--- config.mk ---
export PLATFORM = sky130hd
export DESIGN_NAME = snn_input_loader
export DESIGN_NICKNAME = d
export VERILOG_FILES = /design/src/rtl/snn_input_loader.sv
export SDC_FILE = /design/constraint.sdc
export NUM_CORES = 1
export LEC_CHECK = 0
export BUFFER_PORTS_ARGS = -buffer_cell sky130_fd_sc_hd__buf_4
export CORE_MARGIN = 1.5
export CORE_UTILIZATION = 49
export DETAILED_ROUTE_END_ITERATION = 7
export GPL_ROUTABILITY_DRIVEN = 0
export SLEW_MARGIN = 0
export SYNTH_ARGS = -nofsm -noshare
export SYNTH_HDL_FRONTEND = slang
export SYNTH_SLANG_ARGS = --single-unit
export TNS_END_PERCENT = 100
--- constraint.sdc ---
create_clock -name clk -period 13.9 [get_ports clk]
set_input_delay 1.39 -clock clk [delete_from_list [all_inputs] [get_ports clk]]
set_output_delay 1.39 -clock clk [all_outputs]
set_load 0.05 [all_outputs]
--- src/rtl/snn_input_loader.sv ---
// Receives one packed 28x28 binary image as a byte stream, unpacks it LSB-first
// into a 784x1 bit memory, pulses start to snn_core and serves its bit reads.
//
// state     | meaning
// ----------+--------------------------------------------------------------
// IDLE      | waiting for the next byte of the current image
// UNPACK    | shifting one byte into memory, one bit per cycle (8 cycles)
// FIRE      | image complete, one-cycle start pulse to the core
// WAIT_DONE | core running on the image, incoming bytes are dropped
module snn_input_loader #(
    parameter int IMG_BITS  = 784,
    parameter int IMG_BYTES = IMG_BITS / 8
) (
    input  logic       clk,
    input  logic       rst_n,
    input  logic       rx_rdy,
    input  logic [7:0] rx_data,
    input  logic [9:0] addr_input_unit,
    output logic       q_input,
    output logic       start,
    input  logic       done,
    output logic       busy,
    output logic       ovr_err,
    input  logic       clr_err
);

    typedef enum logic [1:0] {
        IDLE      = 2'd0,
        UNPACK    = 2'd1,
        FIRE      = 2'd2,
        WAIT_DONE = 2'd3
    } state_t;

    localparam logic [6:0] LAST_BYTE  = 7'(IMG_BYTES - 1);
    localparam logic [9:0] ADDR_LIMIT = 10'(IMG_BITS);

    state_t      state_q, state_d;
    logic [6:0]  byte_cnt_q, byte_cnt_d;
    logic [2:0]  bit_cnt_q, bit_cnt_d;
    logic [7:0]  shift_q, shift_d;
    logic [7:0]  pending_q, pending_d;
    logic        pending_vld_q, pending_vld_d;
    logic        start_q, start_d;
    logic        busy_q, busy_d;
    logic        q_input_q, q_input_d;
    logic        ovr_err_q, ovr_err_d;

    logic        mem_q [IMG_BITS];
    logic        wr_en;
    logic [9:0]  wr_addr;
    logic        last_bit;
    logic [7:0]  ahead;
    logic        rx_take;
    logic        rx_drop;

    always_comb begin
        state_d       = state_q;
        byte_cnt_d    = byte_cnt_q;
        bit_cnt_d     = bit_cnt_q;
        shift_d       = shift_q;
        pending_d     = pending_q;
        pending_vld_d = pending_vld_q;
        rx_take       = 1'b0;
        wr_en         = 1'b0;
        wr_addr       = {byte_cnt_q, 3'b000} + {7'd0, bit_cnt_q};
        last_bit      = (bit_cnt_q == 3'd7);
        // index of the byte an arriving rx_data would become, minus one
        ahead         = {1'b0, byte_cnt_q} + {7'd0, pending_vld_q};

        case (state_q)
            IDLE: begin
                if (rx_rdy) begin
                    rx_take   = 1'b1;
                    shift_d   = rx_data;
                    bit_cnt_d = 3'd0;
                    state_d   = UNPACK;
                end
            end
            UNPACK: begin
                wr_en     = 1'b1;
                shift_d   = {1'b0, shift_q[7:1]};
                bit_cnt_d = bit_cnt_q + 3'd1;
                // on the last bit the current byte retires, so a slot frees up
                rx_take   = rx_rdy && (!pending_vld_q || last_bit)
                            && (ahead < {1'b0, LAST_BYTE});
                if (last_bit) begin
                    byte_cnt_d = byte_cnt_q + 7'd1;
                    if (byte_cnt_q == LAST_BYTE) begin
                        state_d = FIRE;
                    end else if (pending_vld_q) begin
                        shift_d       = pending_q;
                        pending_vld_d = rx_take;
                        if (rx_take) begin
                            pending_d = rx_data;
                        end
                    end else if (rx_take) begin
                        shift_d = rx_data;
                    end else begin
                        state_d = IDLE;
                    end
                end else if (rx_take) begin
                    pending_d     = rx_data;
                    pending_vld_d = 1'b1;
                end
            end
            FIRE: begin
                byte_cnt_d = 7'd0;
                state_d    = WAIT_DONE;
            end
            WAIT_DONE: begin
                if (done) begin
                    state_d = IDLE;
                end
            end
            default: begin
                state_d = IDLE;
            end
        endcase

        rx_drop = rx_rdy && !rx_take;
        if (rx_drop) begin
            ovr_err_d = 1'b1;
        end else if (clr_err) begin
            ovr_err_d = 1'b0;
        end else begin
            ovr_err_d = ovr_err_q;
        end

        start_d   = (state_d == FIRE);
        busy_d    = (state_d != IDLE) || (byte_cnt_d != 7'd0);
        q_input_d = (addr_input_unit < ADDR_LIMIT) ? mem_q[addr_input_unit] : 1'b0;
    end

    always_ff @(posedge clk or negedge rst_n) begin
        if (!rst_n) begin
            state_q       <= IDLE;
            byte_cnt_q    <= 7'd0;
            bit_cnt_q     <= 3'd0;
            shift_q       <= 8'd0;
            pending_q     <= 8'd0;
            pending_vld_q <= 1'b0;
            start_q       <= 1'b0;
            busy_q        <= 1'b0;
            q_input_q     <= 1'b0;
            ovr_err_q     <= 1'b0;
        end else begin
            state_q       <= state_d;
            byte_cnt_q    <= byte_cnt_d;
            bit_cnt_q     <= bit_cnt_d;
            shift_q       <= shift_d;
            pending_q     <= pending_d;
            pending_vld_q <= pending_vld_d;
            start_q       <= start_d;
            busy_q        <= busy_d;
            q_input_q     <= q_input_d;
            ovr_err_q     <= ovr_err_d;
        end
    end

    // image memory is deliberately not reset; contents are stale until rewritten
    always_ff @(posedge clk) begin
        if (wr_en) begin
            mem_q[wr_addr] <= shift_q[0];
        end
    end

    assign q_input = q_input_q;
    assign start   = start_q;
    assign busy    = busy_q;
    assign ovr_err = ovr_err_q;

endmodule

**Yosys cells after proc, flatten, opt, wreduce, memory -nomap -nowiden**

Memories as Yosys holds them, arrays and structs flattened.
Cells that the tools add are included.

- $add $sub $neg: 4
- Order comparisons: 2
- Equality and inequality tests: 9
- Muxes and demuxes: 33
- Reductions and logical operators: 16

Operator list:

| kind | number |
|---|---|
| $mux 8 | 9 |
| $pmux 8 s2 | 1 |
| $pmux 7 s2 | 1 |
| $mux 2 | 6 |
| $mux 1 | 11 |
| $add 10x3->10 | 1 |
| $lt 10x10->1 const B | 1 |
| $add 7x1->8 | 1 |
| $lt 8x7->1 const B | 1 |
| $pmux 2 s4 | 1 |
| $reduce_bool 2->1 | 4 |
| $add 7x1->7 const B | 1 |
| $eq 7x7->1 const B | 1 |
| $mux 7 | 1 |
| $reduce_bool 7->1 | 1 |
| $eq 2x2->1 const B | 3 |
| $ne 2x2->1 const B | 3 |
| $pmux 3 s2 | 1 |
| $reduce_and 3->1 | 2 |
| $add 3x1->3 const B | 1 |
| $eq 3x3->1 const B | 1 |
| $logic_and 1x1->1 | 3 |
| $mux 3 | 1 |
| $eq 2x1->1 const B | 1 |
| 5 further kinds | 7 |

- Flip-flop bits (word level): 33
- RAM bits: 784
- Input bits: 23
- Output and inout port bits: 4
- Word-level logic and storage cells: 75
- Memories: 1

Memories:

| name | words | bits a word | rd ports | clocked after Yosys merged registers in | write ports | RTL line | text |
|---|---|---|---|---|---|---|---|
| mem_q | 784 | 1 | 1 | 0 | 1 | 48 | `logic mem_q [IMG_BITS];` |

**Logic depth before layout (Yosys ltp)**

- Depth after elaboration: 11
- Depth in mapped cells: 13
- Gate-level depth less buffers: 10

**Least setup slack after synthesis**

No wires, ideal clock.

- Path type: register to register
- Start point: register shift_q[0]
- End point: memory mem_q[0], data pin
- Library setup time: 2.046 ns
- Arrival time: 9.141 ns
- Required time: 11.854 ns
- Path slack: 2.713 ns
- Cell stages (with the launch flop): 1
- Path buffers: 0
- Clock period less this slack: 11.187 ns
- Cells stage by stage: dfrtp_1

RTL lines:

| what | RTL line | text |
|---|---|---|
| from (decl) | 40 | `logic [7:0] shift_q, shift_d;` |
| from (signal assigned) | 150 | `shift_q <= shift_d;` |
| to (decl) | 48 |  |

No word-level cell before the write port.

**Worst setup path after layout**

- Start point: input addr_input_unit[0]
- End point: register q_input_q (netlist: q_input)

- Word-level cells in the longest chain between the ends: 2
- Elaborated cells between the ends (all ways): 3
- Those cells by class: 1 x order compare; 1 x mux; 1 x memory

Ends and longest elaborated chain:

| what | RTL line | text |
|---|---|---|
| from (decl) | 18 | `input logic [9:0] addr_input_unit,` |
| $mem_v2 784x1 or $lt 10x10->1 (tied branches) | -- |  |
| $mux 1 * | 131 | `q_input_d = (addr_input_unit < ADDR_LIMIT) ? mem_q[addr_input_unit] : 1'b0;` |
| named net q_input_d | 45 | `logic q_input_q, q_input_d;` |
| to (signal assigned) | 155 | `q_input_q <= q_input_d;` |
| to (decl) | 45 |  |

The timed path passes the listed nets; every way through them passes the cells marked *.
A chain may end at the register's enable or synchronous reset.

==> key figures <==
Power and ir drop
  • Sw Ratio: 26.19%
  • P_sw: roughly 0.0016 W
  • LEAKAGE: approximately 12 nW
  • Part of the power in the clock network: 36.9%
  • Internal Pwr Total: roughly 0.0045 W
  • Combinational share of power: between 10 and 15%
  • PD cells: ~150 mW/mm^2
  • Max rail drop VDD: approximately 0.00012 V
  • Sequential power share: just over 50%

Clock tree
  • CTS Root Buffer Type: clkbuf_16
  • Num CTS Buffers: 86
  • Post-cts gate resize count: 0
  • Clk slew on worst S/H paths: roughly 0.060 ns
  • Hold_buf cts: 0
  • Clock sinks: around 800
  • Clk_lat worst skew: approximately 0.64 ns
  • Number of post-CTS setup repair buffers: 0
  • Bufs on Longest Clock Path: 3
  • CTS tree: built
  • H-tree levels: 3

Worst setup path
  • RR Endpoint: mem_q[252]
  • Worst setup path start: addr_input_unit[0]
  • Crit Path Max Fanout: 77
  • Startpoint Class: primary input
  • Worst R2R Start: shift_q[0]
  • R2R depth: 2
  • R2r setup slk: slightly above 10 ns
  • Critical Path AT: between 5 and 6 ns
  • Worst Path Required: 14.39 ns
  • Setup Crit Path Kind: primary input to register
  • Critical path capture point: q_input
  • Worst setup EP type: register

Synth
  • Synth Cell Area: 0.03601 mm^2
  • FF+latch count, synth: 817
  • Top cell type's share of synthesized area: between 60% and 70%
  • Post-synth EDFFs: about 800
  • Synth cell types: 57
  • Leading area contributor after synthesis: edfxtp_1
  • Most frequently used flop master after synthesis: edfxtp_1
  • Mapped Cells: 2566
  • Syn_area_per_cell: 14.04 um^2
  • Yosys warns: 0
  • Register area share after synthesis: between 60% and 70%
  • Syn Nets: 2604
  • Synth area leaders: edfxtp_1, mux4_2, nor2_1, mux2i_1, dfrtp_1
  • Synth cell count leaders: nor2_1, edfxtp_1, mux4_2, clkbuf_1, mux2i_1
  • Top-count cell post-synth: nor2_1
  • Post-synth ARST share: under 10%

Routing
  • Vias: 21.93k
  • Drt wl/cell: 27.85 um
  • DRT Wirelength: 98.41 mm
  • DRC violations left: 0
  • Number of detailed-route iterations in the first pass: 6
  • Routed vias/inst: 6.207
  • DRT antenna net count: 0
  • DR iter-0 viols: 2579

STA
  • Actual slew at the worst max-slew pin: between 1 and 1.5 ns
  • Clock Skews: about 0.022 ns
  • Final worst-path cycle share: between 30 and 40%
  • Minimum clock period: 5.175 ns
  • Number of hold violations in the final report: 0
  • Max-slew violations: 0
  • RSZ-0062 raised after global routing: false
  • Worst setup margin: 8.725 ns
  • Hold Slack: approximately 0.49 ns
  • Final Setup Violations: 0
  • Max_slew headroom: 14.87%
  • Max Fclk: slightly below 0.2 GHz
  • Setup_tns: 0 ns

Finish
  • Final Core Density: between 50% and 60%
  • Share of cells above drive strength 1: 16.12%
  • Fin nets: between 2k and 3k
  • Inserted Diodes: 0
  • Fillers: 6077
  • Fin area: 0.03967 mm^2
  • Area growth from synthesis to layout: 10.16%

Global routing
  • GR Overflow Total: 0
  • Initial antenna violation count: 1
  • Total track usage: between 20% and 30%
  • Largest net degree at the start of global routing: between 200 and 300
  • Vias in the first global route: 22.09k
  • First-pass GRT wire length: 144.1 mm

Placed design
  • Dpl ws: between 8 and 9 ns
  • HPWL after DPL: ~53 mm
  • Port buffer count: 26
  • Placed instance area: roughly 0.037 mm^2

Outcome
  • Run status: finished clean

Die
  • Die X: ~270 um
  • Initial Util: ~50%
  • DIE HEIGHT: between 200 and 300 um
  • Core box area: between 0.07 and 0.08 mm^2
  • Std cell rows: about 100
  • Die area: 0.07513 mm^2
  • Io pins: 27

Run
  • Max Cap Violations: 0

Min path
  • Hold crit path type: register to register
[through the flow]
stage	total power, W	instances
CTS	0.006088	3533
floorplan	0.003743	2566
finish	0.006063	3533
detailed placement	0.003874	3380
global placement	0.003843	3380
global route	0.006243	3533
[how the worst min path moves through the flow]
stage | from | end | slack (ns) | cells past startpoint
floorplan | pending_q[7] | pending_q[7] | 0.48 | 1
global placement | ovr_err | ovr_err | 0.48 | 1
detailed placement | ovr_err | ovr_err | 0.48 | 1
CTS | ovr_err | ovr_err | 0.49 | 1
global route | ovr_err | ovr_err | 0.52 | 1
finish | ovr_err | ovr_err | 0.49 | 1
[critical path, stage by stage]
cell	delay [ns]
buf_8	0.44
buf_4	0.85
buf_12	0.60
mux4_2	0.60
mux4_2	0.51
mux2_2	0.30
o21ai_0	0.16
a21oi_1	0.12
a311oi_1	0.41
o22ai_1	0.17
[flip-flops by register name, indices dropped and copies added, names as in the netlist]
| register | flops |
|---|---|
| shift_q | 8 |
| q_input | 1 |
| pending_vld_q | 1 |
| byte_cnt_q | 7 |
| pending_q | 8 |
| ovr_err | 1 |
| bit_cnt_q | 3 |
| state_q | 2 |
| mem_q | 784 |
| busy | 1 |
| start | 1 |
[logic make-up after synthesis]
family / count (synthesis) / synth area share, %
buffers and inverters: 247 / 2.970
AO/OA/AOI/OAI: 184 / 3.540
adder cells (fa/ha/maj): 15 / 0.5211
AND/OR/NAND/NOR: 1025 / 11.37
XOR/XNOR: 3 / 0.07297
flip-flops: 817 / 67.66
multiplexers: 275 / 13.86
[layout by cell type (no fill, tap or decap), drive strengths merged, types with 8 or more instances in the layout]
| cell | synthesis | routed |
|---|---|---|
| mux2 | 10 | 10 |
| buf | 54 | 83 |
| nor2b | 21 | 21 |
| nor2 | 819 | 819 |
| nand2 | 77 | 77 |
| o211ai | 8 | 8 |
| clkbuf | 175 | 105 |
| a22oi | 18 | 18 |
| nor3 | 20 | 20 |
| o22ai | 13 | 13 |
| o22a | 8 | 8 |
| mux2i | 87 | 87 |
| dfrtp | 33 | 33 |
| mux4 | 178 | 178 |
| nand2b | 10 | 10 |
| a21oi | 35 | 35 |
| and2 | 11 | 11 |
| clkinv | 2 | 37 |
| inv | 16 | 22 |
| a221oi | 22 | 22 |
| nand3 | 47 | 47 |
| o21ai | 29 | 29 |
| a31oi | 9 | 9 |
| edfxtp | 784 | 784 |
| nand4 | 8 | 8 |
| ha | 15 | 15 |
[layout make-up]
cell class	count	area, um^2	area share [%]
clock buffer	104	2283	5.756
multi-input combinational	1502	10660	26.87
timing repair buffer	84	669.4	1.687
tap	959	1200	3.024
inverter	18	67.56	0.1703
sequential	817	24370	61.43
clock inverter	49	419.2	1.057
[power groups by stage]
stage | Sequential (W) | Clock [W] | Combinational [W]
4_1_cts | 0.00306 | 0.00227 | 0.000759
3_3_place_gp | 0.00311 | 0 | 0.000734
2_1_floorplan | 0.00338 | 0 | 0.000359
6_report | 0.00307 | 0.00224 | 0.000761
5_1_grt | 0.00308 | 0.00235 | 0.000816
3_5_place_dp | 0.00312 | 0 | 0.000759
[layer usage]
layer | part of all wire [%] | GRT usage [%] | vias to the layer above
met2 | 49 | 44.18 | 1028
met4 | 3.6 | 9.847 | 2
met3 | 9.0 | 4.615 | 178
met5 | 0.013 | 0 | -
met1 | 39 | 35.51 | 11410
li1 | - | - | 9317
No activity file was read; power rests on OpenSTA's default activity.
